--- config.mk ---
export PLATFORM = sky130hd
export DESIGN_NAME = mem_access_stage
export DESIGN_NICKNAME = d
export VERILOG_FILES = /design/src/rtl/mem_access_stage.sv
export SDC_FILE = /design/constraint.sdc
export NUM_CORES = 1
export LEC_CHECK = 0
export CORE_AREA = 2 2 195 197
export CTS_CLUSTER_SIZE = 8
export DETAILED_ROUTE_END_ITERATION = 7
export DIE_AREA = 0 0 197 199
export GPL_ROUTABILITY_DRIVEN = 1
export PLACE_DENSITY = 0.7
export SLEW_MARGIN = 10
export SYNTH_ARGS = -nofsm -noshare
export SYNTH_HDL_FRONTEND = slang
export SYNTH_SLANG_ARGS = --single-unit
--- constraint.sdc ---
create_clock -name clk -period 14.35 [get_ports clk]
set_input_delay 2.1525 -clock clk [delete_from_list [all_inputs] [get_ports clk]]
set_output_delay 2.1525 -clock clk [all_outputs]
set_load 0.1 [all_outputs]
--- src/rtl/mem_access_stage.sv ---
// rtl/mem_access_stage.sv - memory-access pipeline stage between execute and write-back
module mem_access_stage #(
   parameter int XLEN   = 64,
   parameter int STRB_W = XLEN / 8
) (
   input  logic              clk,
   input  logic              reset,
   input  logic              mem_module_enable,
   input  logic [6:0]        opcode,
   input  logic [2:0]        funct3,
   input  logic [XLEN-1:0]   alu_result,
   input  logic [XLEN-1:0]   store_data,
   input  logic              wb_ready,
   output logic              dcache_req_valid,
   input  logic              dcache_req_ready,
   output logic [XLEN-1:0]   dcache_req_addr,
   output logic              dcache_req_we,
   output logic [XLEN-1:0]   dcache_req_wdata,
   output logic [STRB_W-1:0] dcache_req_wstrb,
   input  logic              dcache_resp_valid,
   input  logic [XLEN-1:0]   dcache_resp_data,
   output logic [XLEN-1:0]   loaded_data,
   output logic [XLEN-1:0]   alu_result_out,
   output logic              mem_done,
   output logic              misaligned_fault
);

   localparam int         OFF_W    = $clog2(STRB_W);
   localparam logic [6:0] OP_LOAD  = 7'b0000011;
   localparam logic [6:0] OP_STORE = 7'b0100011;

   typedef enum logic [1:0] {
      S_IDLE,
      S_REQ,
      S_WAIT,
      S_DONE
   } state_t;

   state_t              state_q;
   logic [2:0]          funct3_q;
   logic [OFF_W-1:0]    off_q;
   logic                req_valid_q;
   logic [XLEN-1:0]     req_addr_q;
   logic                req_we_q;
   logic [XLEN-1:0]     req_wdata_q;
   logic [STRB_W-1:0]   req_wstrb_q;
   logic [XLEN-1:0]     loaded_data_q;
   logic [XLEN-1:0]     alu_result_out_q;
   logic                mem_done_q;
   logic                misaligned_q;

   logic                is_load;
   logic                is_store;
   logic [OFF_W-1:0]    off_d;
   logic                misaligned_d;
   logic [XLEN-1:0]     req_addr_d;
   logic [XLEN-1:0]     req_wdata_d;
   logic [STRB_W-1:0]   req_wstrb_d;
   logic [XLEN-1:0]     resp_shifted;
   logic [XLEN-1:0]     load_data_d;

   // Decode the incoming instruction: memory class, byte offset and alignment check.
   always_comb begin
      is_load      = (opcode == OP_LOAD);
      is_store     = (opcode == OP_STORE);
      off_d        = alu_result[OFF_W-1:0];
      misaligned_d = 1'b0;
      // funct3[1:0] encodes the access size for both loads and stores.
      case (funct3[1:0])
         2'b01:   misaligned_d = off_d[0];
         2'b10:   misaligned_d = |off_d[1:0];
         2'b11:   misaligned_d = |off_d;
         default: misaligned_d = 1'b0;
      endcase
   end

   // Build the cache request: dword-aligned address, lane-shifted data and byte strobes.
   always_comb begin
      req_addr_d  = {alu_result[XLEN-1:OFF_W], {OFF_W{1'b0}}};
      req_wdata_d = store_data << {off_d, 3'b000};
      req_wstrb_d = '0;
      case (funct3[1:0])
         2'b00:   req_wstrb_d = STRB_W'(8'h01) << off_d;
         2'b01:   req_wstrb_d = STRB_W'(8'h03) << off_d;
         2'b10:   req_wstrb_d = STRB_W'(8'h0F) << off_d;
         default: req_wstrb_d = '1;
      endcase
   end

   // Align the returned dword to the accessed byte and sign- or zero-extend it.
   always_comb begin
      resp_shifted = dcache_resp_data >> {off_q, 3'b000};
      load_data_d  = resp_shifted;
      case (funct3_q)
         3'b000:  load_data_d = {{(XLEN-8){resp_shifted[7]}}, resp_shifted[7:0]};
         3'b001:  load_data_d = {{(XLEN-16){resp_shifted[15]}}, resp_shifted[15:0]};
         3'b010:  load_data_d = {{(XLEN-32){resp_shifted[31]}}, resp_shifted[31:0]};
         3'b100:  load_data_d = {{(XLEN-8){1'b0}}, resp_shifted[7:0]};
         3'b101:  load_data_d = {{(XLEN-16){1'b0}}, resp_shifted[15:0]};
         3'b110:  load_data_d = {{(XLEN-32){1'b0}}, resp_shifted[31:0]};
         default: load_data_d = resp_shifted;
      endcase
   end

   // Control FSM; every output is a register updated only here.
   always_ff @(posedge clk or posedge reset) begin
      if (reset) begin
         state_q          <= S_IDLE;
         funct3_q         <= '0;
         off_q            <= '0;
         req_valid_q      <= 1'b0;
         req_addr_q       <= '0;
         req_we_q         <= 1'b0;
         req_wdata_q      <= '0;
         req_wstrb_q      <= '0;
         loaded_data_q    <= '0;
         alu_result_out_q <= '0;
         mem_done_q       <= 1'b0;
         misaligned_q     <= 1'b0;
      end else begin
         case (state_q)
            S_IDLE: begin
               if (mem_module_enable) begin
                  alu_result_out_q <= alu_result;
                  loaded_data_q    <= '0;
                  funct3_q         <= funct3;
                  off_q            <= off_d;
                  if ((is_load || is_store) && !misaligned_d) begin
                     // Loads carry no write data or strobes on the request.
                     req_valid_q <= 1'b1;
                     req_addr_q  <= req_addr_d;
                     req_we_q    <= is_store;
                     req_wdata_q <= is_store ? req_wdata_d : '0;
                     req_wstrb_q <= is_store ? req_wstrb_d : '0;
                     state_q     <= S_REQ;
                  end else begin
                     // Pass-through ops and faulting accesses skip the cache entirely.
                     misaligned_q <= (is_load || is_store) && misaligned_d;
                     mem_done_q   <= 1'b1;
                     state_q      <= S_DONE;
                  end
               end
            end
            S_REQ: begin
               if (dcache_req_ready) begin
                  req_valid_q <= 1'b0;
                  state_q     <= S_WAIT;
               end
            end
            S_WAIT: begin
               if (dcache_resp_valid) begin
                  // A store response is only an acknowledge; its data is meaningless.
                  loaded_data_q <= req_we_q ? '0 : load_data_d;
                  mem_done_q    <= 1'b1;
                  state_q       <= S_DONE;
               end
            end
            S_DONE: begin
               if (wb_ready) begin
                  mem_done_q    <= 1'b0;
                  misaligned_q  <= 1'b0;
                  loaded_data_q <= '0;
                  state_q       <= S_IDLE;
               end
            end
            default: begin
               state_q <= S_IDLE;
            end
         endcase
      end
   end

   assign dcache_req_valid = req_valid_q;
   assign dcache_req_addr  = req_addr_q;
   assign dcache_req_we    = req_we_q;
   assign dcache_req_wdata = req_wdata_q;
   assign dcache_req_wstrb = req_wstrb_q;
   assign loaded_data      = loaded_data_q;
   assign alu_result_out   = alu_result_out_q;
   assign mem_done         = mem_done_q;
   assign misaligned_fault = misaligned_q;

endmodule

# --- Word-level counts from Yosys, hierarchy flattened ---
# Index checks and enable logic that the tools add are counted.
op_classes:
  add_sub_neg: 0
  multipliers: 0
  div_mod_pow: 0
  order_cmp: 0
  n_eq_ne: 19
  n_shift: 5
  muxes: 28
  bitwise: 0
  n_reduce_logical: 19
op_table:
  columns: ["op", "n"]
  rows:
  - ["$pmux W64 S6", 1]
  - ["$mux W64", 5]
  - ["$pmux W64 S3", 1]
  - ["$shl A64 B6 Y64", 1]
  - ["$shr A64 B6 Y64", 1]
  - ["$pmux W8 S3", 1]
  - ["$reduce_and A4 Y1", 4]
  - ["$ne A2 B2 Y1 const B", 6]
  - ["$mux W2", 5]
  - ["$eq A3 B3 Y1 const B", 3]
  - ["$mux W1", 9]
  - ["$eq A2 B2 Y1 const B", 4]
  - ["$mux W8", 1]
  - ["$pmux W2 S4", 1]
  - ["$shl A1 B3 Y8 const A", 1]
  - ["$shl A2 B3 Y8 const A", 1]
  - ["$shl A4 B3 Y8 const A", 1]
  - ["$eq A7 B2 Y1 const B", 1]
  - ["$eq A7 B6 Y1 const B", 1]
  - ["$pmux W1 S3", 2]
  - ["$reduce_and A5 Y1", 1]
  - ["$eq A2 B1 Y1 const B", 2]
  - ["$logic_not A2 Y1", 2]
  - ["$pmux W1 S2", 2]
  - ["12 further kinds", 14]
totals:
  reg_bits: 273
  latchBits: 0
  ram_bits: 0
  mem_bits_ro: 0
  in_bits: 208
  elab_cells: 83
  n_memories: 0

# --- Logic depth before layout (Yosys ltp) ---
# Gate-level depths: netlist of the first run.
logic_depth:
  ltp_word: 7
  ltp_mapped: 11
  ltp_nobuf: 7

# --- Least setup slack after synthesis of the first run ---
# No wires, ideal clock.
synth_path:
  kind: "input-to-reg"
  from: "input funct3[0]"
  to: "register req_wstrb_q[0], in the netlist dcache_req_wstrb[0]"
  setup_time_ns: 0.135
  arrival_ns: 3.691
  required_time_ns: 14.215
  setup_slack_ns: 10.523
  path_stages: 11
  n_path_buf: 4
  path_cell_list: "inv_1 -> ha_1 -> nor3_1 -> nor2_1 -> a211o_1 -> buf_2 -> buf_2 -> buf_2 -> buf_2 -> nand2_1 -> o21ai_0"
synth_via:
  elab_chain_len: 5
  elab_cells_between_ends: 10
  cone_classes: "eq/ne: 3; mux: 3; reduce/logical: 4"
synth_rtl:
  columns: ["element", "line", "source"]
  rows:
  - ["from (decl)", "10", "input logic [2:0] funct3,"]
  - ["$eq A2 B2 Y1 (tied with other cells)", "69", "case (funct3[1:0])"]
  - ["$pmux W1 S3", "69", null]
  - ["$logic_not A1 Y1", "128", "if ((is_load || is_store) && !misaligned_d) begin"]
  - ["$logic_and A1 B1 Y1", "128", null]
  - ["$reduce_and A3 Y1 (no source line)", null, null]
  - ["to (signal assigned)", "134", "req_wstrb_q <= is_store ? req_wstrb_d : '0;"]
  - ["to (decl)", "46", "logic [STRB_W-1:0] req_wstrb_q;"]
# Several ways; a longest one is shown, not always the timed one.
# A chain may end at the register's enable or synchronous reset.

# --- Worst setup path after layout of the first run ---
layout_path:
  from: "input alu_result[1]"
  to: "register req_addr_q[34], in the netlist dcache_req_addr[34]"
layout_via:
  elab_chain_len: 5
  elab_cells_between_ends: 6
  cone_classes: "mux: 1; reduce/logical: 5"
layout_rtl:
  columns: ["element", "line", "source"]
  rows:
  - ["from (decl)", "11", "input logic [XLEN-1:0] alu_result,"]
  - ["$reduce_or A3 Y1 / $reduce_or A2 Y1 (equally long branches)", "72, 71", null]
  - ["$pmux W1 S3 *", "69", null]
  - ["$logic_not A1 Y1 *", "128", null]
  - ["$logic_and A1 B1 Y1 *", "128", null]
  - ["$reduce_and A3 Y1 (no source line) *", null, null]
  - ["to (signal assigned)", "131", "req_addr_q <= req_addr_d;"]
  - ["to (decl)", "43", "logic [XLEN-1:0] req_addr_q;"]
# Mark *: on every way between the ends. The rest lies on a longest branch, timed or not.

==> PnR_summary.wiki, run 1 <==
{| class="wikitable"
! Metric !! Value
|-
| Run status || completed
|-
| Number of enable-type register cells in the synthesized netlist || 0
|-
| Fraction of synthesis flops using an asynchronous set or reset pin || 100%
|-
| Insertion delay to the later sink of the worst-skew pair || 0.53 ns
|-
| Number of antenna violations at the first check in global routing || 1
|-
| Clk Tree Root Cell || clkbuf_16
|-
| Starting utilization of the core area || 37.7%
|-
| CTS HTree Levels || 2
|-
| Worst setup path class || in -> reg
|-
| Site Rows || 71
|-
| Skew final || 0.0234 ns
|-
| I/O pin cnt || 476
|-
| Proportion of netlist area held by the largest area contributor || 48.3%
|-
| Count of final hold-check violations || 0
|-
| DRC violation count after routing || 0
|-
| Worst-Margin Slew || 1.16 ns
|-
| Via count of the routed design || 11771
|-
| Warning count from the yosys run || 0
|-
| Number of buffers added for setup after CTS || 0
|-
| Hold_buf cts || 0
|-
| Portion of total power attributed to combinational logic || 59.4%
|-
| Largest net degree at the start of global routing || 142
|-
| Fraction of power consumed by sequential logic || 23.0%
|-
| Crit path capture type || register
|-
| Data required time at the worst endpoint || 14.75 ns
|-
| Sw Share || 53.5%
|-
| Share of post-route cells with drive strength above 1 || 15.4%
|-
| Cell types occupying the most area after synthesis || dfrtp_1 (48%), mux2_2 (12%), mux2i_1 (8.4%), mux4_2 (3.9%), nand2_1 (3.5%)
|-
| Cell internal pwr || 2190 uW
|-
| Count of cell types in the netlist || 55
|-
| Number of antenna-violating nets in the routed design || 0
|-
| CTS Buf Count || 39
|-
| Placeable core area || 37100 sq um
|-
| Netlist Area Pre-Place || 14000 sq um
|-
| Post-detailed-placement half-perimeter wirelength || 35.2 mm
|-
| Power dissipated by switching net loads || 2520 uW
|-
| Final net count || 1869
|-
| Detailed-route wire length || 48.8 mm
|-
| Aggregate global-route resource usage || 24.3%
|-
| Normalized max-slew margin || 22.5%
|-
| Setup TNS || 0 ns
|-
| Worst hold path class || reg -> reg
|-
| Kind of start point of the critical path || input pin
|-
| Area growth from synthesis to layout || 42.7%
|-
| Grt ovf || 0
|-
| Detailed-route wire length per cell || 22.9 microns
|-
| Worst vdd ir || 0.0000976 V
|-
| Die width || 197 microns
|-
| Die extent in y || 199 microns
|-
| Worst-case hold slack || 0.474 ns
|-
| Via density per instance || 5.53
|-
| Post-CTS clock slew at the launch and capture registers of the worst setup and hold paths || 0.05 ns
|-
| Sequential fraction of the synthesis area || 48.3%
|-
| TritonCTS clock tree || built
|-
| Relative contribution of the clock network to total power || 17.5%
|-
| Wire length of the first global-routing pass || 72.8 mm
|-
| Cell Pwr Density || 236 nW/um^2
|-
| Finish-stage setup viols || 0
|-
| # clock sinks || 270
|-
| Synthesized area divided by synthesized cell count || 11.3 sq um
|-
| Via count of the first global-routing pass || 11915
|-
| Number of iterations in the first detailed-routing pass || 5
|-
| Top_reg_cell synth || dfrtp_1
|-
| Global placer's final weighted congestion || 0.919
|-
| Leakage Power || 0.00863 uW
|-
| Ratio of final minimum period to clock period || 40.1%
|-
| Worst Path Max Fanout || 87
|-
| Final critical delay including setup and external delays || 5.75 ns
|-
| Flip-flop and latch count after synthesis || 270
|-
| Area of the die || 39200 sq um
|-
| Number of instances in the synthesized netlist || 1233
|-
| Max frequency || 174 MHz
|-
| Critical Path AT || 6.15 ns
|-
| Largest buffer count on any clock path || 3
|-
| Number of slew-limit violations in the final report || 0
|-
| Setup repair after global routing missed its margin || false
|-
| Cell accounting for the most synthesized area || dfrtp_1
|-
| Drt first-iter violations || 725
|-
| Number of port buffers || 472
|-
| Max-cap check violation count || 0
|-
| Cts repair resizes || 0
|}
-- power groups by stage --
stage	clock (uW)	sequential [uW]	combinational, uW
global route	880	1110	2880
CTS	850	1080	2800
finish	826	1080	2800
detailed placement	0	1090	2790
global placement	0	1080	2770
floorplan	0	2490	696
-- placed cells by master (no fill, tap or decap), drive strengths merged, types with 2 or more instances in the layout --
| cell type | netlist | final |
|---|---|---|
| nor2b | 10 | 10 |
| o221ai | 10 | 10 |
| o22ai | 26 | 26 |
| nor3b | 2 | 2 |
| mux2 | 155 | 155 |
| nand4b | 2 | 2 |
| a21oi | 37 | 37 |
| a2111o | 8 | 8 |
| a211oi | 11 | 11 |
| a221o | 8 | 8 |
| nand3 | 7 | 7 |
| conb | 1 | 3 |
| a22o | 49 | 49 |
| o2111ai | 7 | 7 |
| a31oi | 8 | 8 |
| nor2 | 68 | 68 |
| nor3 | 4 | 4 |
| mux4 | 24 | 24 |
| o21ai | 70 | 70 |
| and2 | 6 | 6 |
| nand2b | 15 | 15 |
| clkdlybuf4s50 | 0 | 468 |
| nand3b | 4 | 4 |
| mux2i | 117 | 117 |
| inv | 10 | 11 |
| buf | 53 | 17 |
| o31ai | 24 | 24 |
| ha | 11 | 11 |
| o32ai | 5 | 5 |
| or2 | 7 | 7 |
| nand2 | 130 | 130 |
| a21o | 2 | 2 |
| dfrtp | 270 | 270 |
| clkbuf | 58 | 43 |
-- kinds of logic after synthesis --
kind of cell / after synthesis / share of synthesized area, %
multiplexers: 296 / 24.7
AO/OA/AOI/OAI: 275 / 13.7
flip-flops: 270 / 48.3
AND/OR/NAND/NOR: 259 / 8.28
buffers and inverters: 121 / 3.96
adder cells (fa/ha/maj): 11 / 0.984
other: 1 / 0.0268
-- metrics by stage --
stage	total power (uW)	area (sq um)	cells	utilization [%]	worst slack, ns
CTS	4730	20000	2128	53.7	8.55
global placement	3860	18900	2083	50.9	8.08
floorplan	3190	14000	1235	-	4.76
finish	4710	20000	2129	53.7	8.60
detailed placement	3890	18900	2083	50.9	7.99
global route	4870	20000	2128	53.7	8.24
-- area by class of cell --
| type | instances | area, sq um |
|---|---|---|
| clock buffers | 43 | 1020 |
| diodes | 1 | 2.50 |
| fillers | 3241 | 17200 |
| multi-input cells | 844 | 6700 |
| well taps | 474 | 593 |
| inverters | 10 | 45.0 |
| repair buffers | 485 | 4810 |
| flip-flops and latches | 270 | 6760 |
| clock inverters | 2 | 25.0 |
-- cell usage after synthesis, types with 3 or more instances --
master and count:
a22o_1 49, nand2b_1 15, o2111ai_1 7, a31oi_1 7
o221ai_1 10, a21oi_1 37, clkbuf_1 58, a211oi_1 11
mux4_2 24, or2_2 5, nand2_1 130, a2111o_1 8
o21ai_0 70, ha_1 11, mux2_2 155, and2_1 6
buf_2 34, buf_1 9, o32ai_1 5, nor3_1 3
mux2i_1 117, buf_6 5, inv_1 10, nand3b_1 3
nor2_1 67, a221o_1 8, o31ai_1 24, o22ai_1 26
nor2b_1 10, buf_4 5, dfrtp_1 270, nand3_1 7
-- layer usage --
layer | vias to the layer above | wire length [microns] | global-route usage [%]
met4 | 0 | 1600 | 8.27
li1 | 5331 | - | -
met3 | 84 | 4150 | 6.15
met5 | - | 0 | 0
met1 | 5812 | 19000 | 29.8
met2 | 544 | 24100 | 41.6
-- worst paths after layout --
kind	from	to	slack, ns	cells past startpoint
max	alu_result[1]	dcache_req_addr[34]	8.60	7
min	dcache_req_wdata[32]	dcache_req_wdata[32]	0.47	2
max reg2reg	state_q[0]	dcache_req_addr[34]	10.75	7
min reg2reg	dcache_req_wdata[32]	dcache_req_wdata[32]	0.47	2
max in group asynchronous	reset	off_q[1]	10.47	3
min in group asynchronous	reset	dcache_req_addr[13]	2.29	2
-- flip-flops by register name (all words and copies together), names as in the netlist --
| signal | count |
|---|---|
| dcache_req_addr | 61 |
| state_q | 2 |
| dcache_req_wdata | 64 |
| dcache_req_wstrb | 8 |
| mem_done | 1 |
| alu_result_out | 62 |
| funct3_q | 3 |
| dcache_req_we | 1 |
| misaligned_fault | 1 |
| off_q | 2 |
| dcache_req_valid | 1 |
| loaded_data | 64 |
-- worst max-delay path, cell delays in order --
cell and delay [ns]:
buf_4 0.75, a21oi_1 0.24, o21bai_1 0.37, a211o_4 0.57
buf_4 0.71, buf_4 0.76, mux2_2 0.41
No activity file was read; power rests on OpenSTA's default activity.
==> run 2, diff against run 1 <==
==> constraint.sdc (replaced) <==
create_clock -name clk -period 5.9 [get_ports clk]
set_input_delay 0.885 -clock clk [delete_from_list [all_inputs] [get_ports clk]]
set_output_delay 0.885 -clock clk [all_outputs]
set_load 0.1 [all_outputs]
==> run 2 against run 1 <==
Utilization about the same; worst hold slack about the same; sequential cell count stayed put; register-to-register slack lost 8.0 ns; final cell count barely moved; critical path depth decreased by 6; global-route usage about the same; highest routed layer is now met5; non-clock buffer count up 2; combinational power up 140%; clock skew shrank 0.0084 ns.
==> PnR_summary.wiki, run 2 (synthesis gave the netlist of run 1 again) <==
{| class="wikitable"
! Metric !! Value
|-
| Global placer's final weighted congestion || 0.938 (was 0.919)
|-
| Site Rows || 71 (unchanged)
|-
| Number of antenna-violating nets in the routed design || 0 (unchanged)
|-
| Skew final || 0.0150 ns (was 0.0234 ns)
|-
| Wire length of the first global-routing pass || 72.9 mm (was 72.8 mm)
|-
| Drt first-iter violations || 696 (was 725)
|-
| Sw Share || 53.7% (was 53.5%)
|-
| Post-route setup slack || 2.12 ns (was 8.60 ns)
|-
| Commonest non-fill, non-tap cell in the layout || clkdlybuf4s50_1 (unchanged)
|-
| Placeable core area || 37100 sq um (unchanged)
|-
| Critical-path top delay cell || clkdlybuf4s50_1 (was buf_4)
|-
| Worst setup path class || reg -> out (was in -> reg)
|-
| Post-placement worst setup slack || 1.90 ns (was 7.99 ns)
|-
| Final critical delay including setup and external delays || 3.78 ns
|-
| Max frequency || 265 MHz
|-
| Detailed-route wire length || 48.9 mm (was 48.8 mm)
|-
| Post-CTS clock slew at the launch and capture registers of the worst setup and hold paths || 0.06 ns (was 0.05 ns)
|-
| Number of buffers added for setup after CTS || 0 (unchanged)
|-
| Number of slew-limit violations in the final report || 0 (unchanged)
|-
| Largest buffer count on any clock path || 3 (unchanged)
|-
| Number of buffers and inverters on the critical path || 1 (was 3)
|-
| Relative contribution of the clock network to total power || 17.3% (was 17.5%)
|-
| Ratio of final minimum period to clock period || 64.0%
|-
| Worst hold path class || reg -> reg (unchanged)
|-
| Number of antenna violations at the first check in global routing || 2 (was 1)
|-
| Area of the die || 39200 sq um (unchanged)
|-
| Share of post-route cells with drive strength above 1 || 15.3% (was 15.4%)
|-
| Worst Path Max Fanout || 49 (was 87)
|-
| Normalized max-slew margin || 26.3% (was 22.5%)
|-
| Leakage Power || 0.00863 uW (about the same)
|-
| Via count of the routed design || 11794 (was 11771)
|-
| Number of placed cells counting well taps || 2085 (was 2083)
|-
| Via density per instance || 5.54 (was 5.53)
|-
| Die extent in y || 199 microns (unchanged)
|-
| Power dissipated by switching net loads || 6130 uW (was 2520 uW)
|-
| CTS HTree Levels || 2 (unchanged)
|-
| I/O pin cnt || 476 (unchanged)
|-
| Dominant delay contributor by cell family on the critical path || buffers and inverters (unchanged)
|-
| Setup slack on the worst flop-to-flop path || 2.71 ns (was 10.75 ns)
|-
| Setup TNS || 0 ns (unchanged)
|-
| Starting utilization of the core area || 37.7% (unchanged)
|-
| Clk Tree Root Cell || clkbuf_16 (unchanged)
|-
| Insertion delay to the later sink of the worst-skew pair || 0.53 ns (about the same)
|-
| Worst-Margin Slew || 1.10 ns (was 1.16 ns)
|-
| Hold path endpoint || dcache_req_wdata[46] (was dcache_req_wdata[32])
|-
| Critical Path, Cell by Cell || clkdlybuf4s50_1 (was buf_4 -> a21oi_1 -> o21bai_1 -> a211o_4 -> buf_4 -> buf_4 -> mux2_2)
|-
| TritonCTS clock tree || built (unchanged)
|-
| Via count of the first global-routing pass || 12018 (was 11915)
|-
| Number of non-filler instances in the completed layout || 2130 (was 2129)
|-
| Cell internal pwr || 5290 uW (was 2190 uW)
|-
| DRC violation count after routing || 0 (unchanged)
|-
| Startpoint of the lowest-slack register-to-register path || off_q[0] (was state_q[0])
|-
| Final Total Pwr || 11400 uW (was 4710 uW)
|-
| Data required time at the worst endpoint || 5.02 ns (was 14.75 ns)
|-
| Max-cap check violation count || 0 (unchanged)
|-
| Kind of start point of the critical path || register (was input pin)
|-
| Portion of total power attributed to combinational logic || 58.6% (was 59.4%)
|-
| Cells on Worst Hold Path || 2 (unchanged)
|-
| Fraction of power consumed by sequential logic || 24.1% (was 23.0%)
|-
| Slowest Stage Delay on Critical Path || 1.30 ns (was 0.76 ns)
|-
| Area growth from synthesis to layout || 42.8% (was 42.7%)
|-
| Aggregate global-route resource usage || 24.3% (about the same)
|-
| Post-detailed-placement half-perimeter wirelength || 35.3 mm (was 35.2 mm)
|-
| Number of port buffers || 472 (unchanged)
|-
| Count of final hold-check violations || 0 (unchanged)
|-
| Die width || 197 microns (unchanged)
|-
| Leading cell types in the layout, fill and taps excluded || clkdlybuf4s50_1 (469), dfrtp_1 (267), mux2_2 (155), nand2_1 (129), mux2i_1 (117) (was clkdlybuf4s50_1 (468), dfrtp_1 (267), mux2_2 (155), nand2_1 (129), mux2i_1 (117))
|-
| Final-layout fill cell count || 3254 (was 3241)
|-
| Crit path capture type || primary output (was register)
|-
| Number of iterations in the first detailed-routing pass || 6 (was 5)
|-
| CTS Buf Count || 39 (unchanged)
|-
| # clock sinks || 270 (unchanged)
|-
| Largest net degree at the start of global routing || 153 (was 142)
|-
| Worst vdd ir || 0.000284 V (was 0.0000976 V)
|-
| Cells on worst reg2reg path || 5 (was 7)
|-
| Reg-to-Reg End || loaded_data[62] (was dcache_req_addr[34])
|-
| Detailed-route wire length per cell || 22.9 microns (about the same)
|-
| Critical Path AT || 2.89 ns (was 6.15 ns)
|-
| Hold path startpoint || dcache_req_wdata[46] (was dcache_req_wdata[32])
|-
| Cts repair resizes || 0 (unchanged)
|-
| Finish-stage setup viols || 0 (unchanged)
|-
| Setup repair after global routing missed its margin || false (unchanged)
|-
| Hold_buf cts || 0 (unchanged)
|-
| Run status || completed (unchanged)
|-
| Grt ovf || 0 (unchanged)
|-
| Final net count || 1871 (was 1869)
|-
| Cell Pwr Density || 572 nW/um^2 (was 236 nW/um^2)
|}
## run 2: cell types whose count changed in the layout (fill, tap and decap cells not counted)
cell	delta
buf_12	+2
buf_4	-1
clkbuf_1	+1
clkbuf_16	-1
clkbuf_8	-1
clkdlybuf4s50_1	+1
clkinv_8	-1
clkinvlp_4	+1
inv_16	+1
inv_8	-1
## run 2: metal layers
| layer | track usage [%] | part of all wire, % | up-vias |
|---|---|---|---|
| met2 | 41.2 | 49 | 473 |
| met3 | 7.87 | 9.0 | 93 |
| met5 | 0 | 0.018 | - |
| met1 | 28.6 | 38 | 5885 |
| met4 | 9.69 | 3.6 | 2 |
| li1 | - | - | 5341 |
## run 2: layout make-up
| type | count | area [sq um] | share of cell area [%] |
|---|---|---|---|
| clock inverter | 2 | 28.8 | 0.144 |
| sequential | 270 | 6760 | 33.9 |
| clock buffer | 42 | 987 | 4.95 |
| timing repair buffer | 487 | 4850 | 24.3 |
| inverter | 10 | 41.3 | 0.207 |
| antenna | 1 | 2.50 | 0.0125 |
| multi-input combinational | 844 | 6700 | 33.6 |
| tap | 474 | 593 | 2.97 |
## run 2: power groups by stage
stage | combinational [uW] | clock (uW) | sequential, uW
after floorplan | 1690 | 0 | 6060
after global placement | 6660 | 0 | 2750
after detailed placement | 6690 | 0 | 2780
after CTS | 6700 | 2040 | 2750
after global routing | 6910 | 2110 | 2820
final | 6690 | 1980 | 2750
## run 2: per-stage QoR
| step | hold slack (ns) | area (sq um) | util (%) |
|---|---|---|---|
| after global placement | 0.460 | 18900 | 51.0 |
| after global routing | 0.499 | 20000 | 53.8 |
| after detailed placement | 0.470 | 18900 | 51.0 |
| final | 0.474 | 20000 | 53.8 |
| after CTS | 0.481 | 20000 | 53.8 |
| after floorplan | 0.478 | 14000 | - |
## run 2: how the worst max path moves through the flow
| stage | from | endpoint | slack, ns | cells after the start |
|---|---|---|---|---|
| detailed placement | alu_result[1] | dcache_req_addr[54] | 1.90 | 6 |
| finish | off_q[0] | alu_result_out[0] | 2.12 | 1 |
| CTS | off_q[0] | alu_result_out[0] | 2.11 | 1 |
| floorplan | reset | alu_result_out[10] | 1.45 | 1 |
| global placement | alu_result[1] | dcache_req_addr[59] | 2.00 | 6 |
| global route | off_q[0] | alu_result_out[0] | 2.01 | 1 |
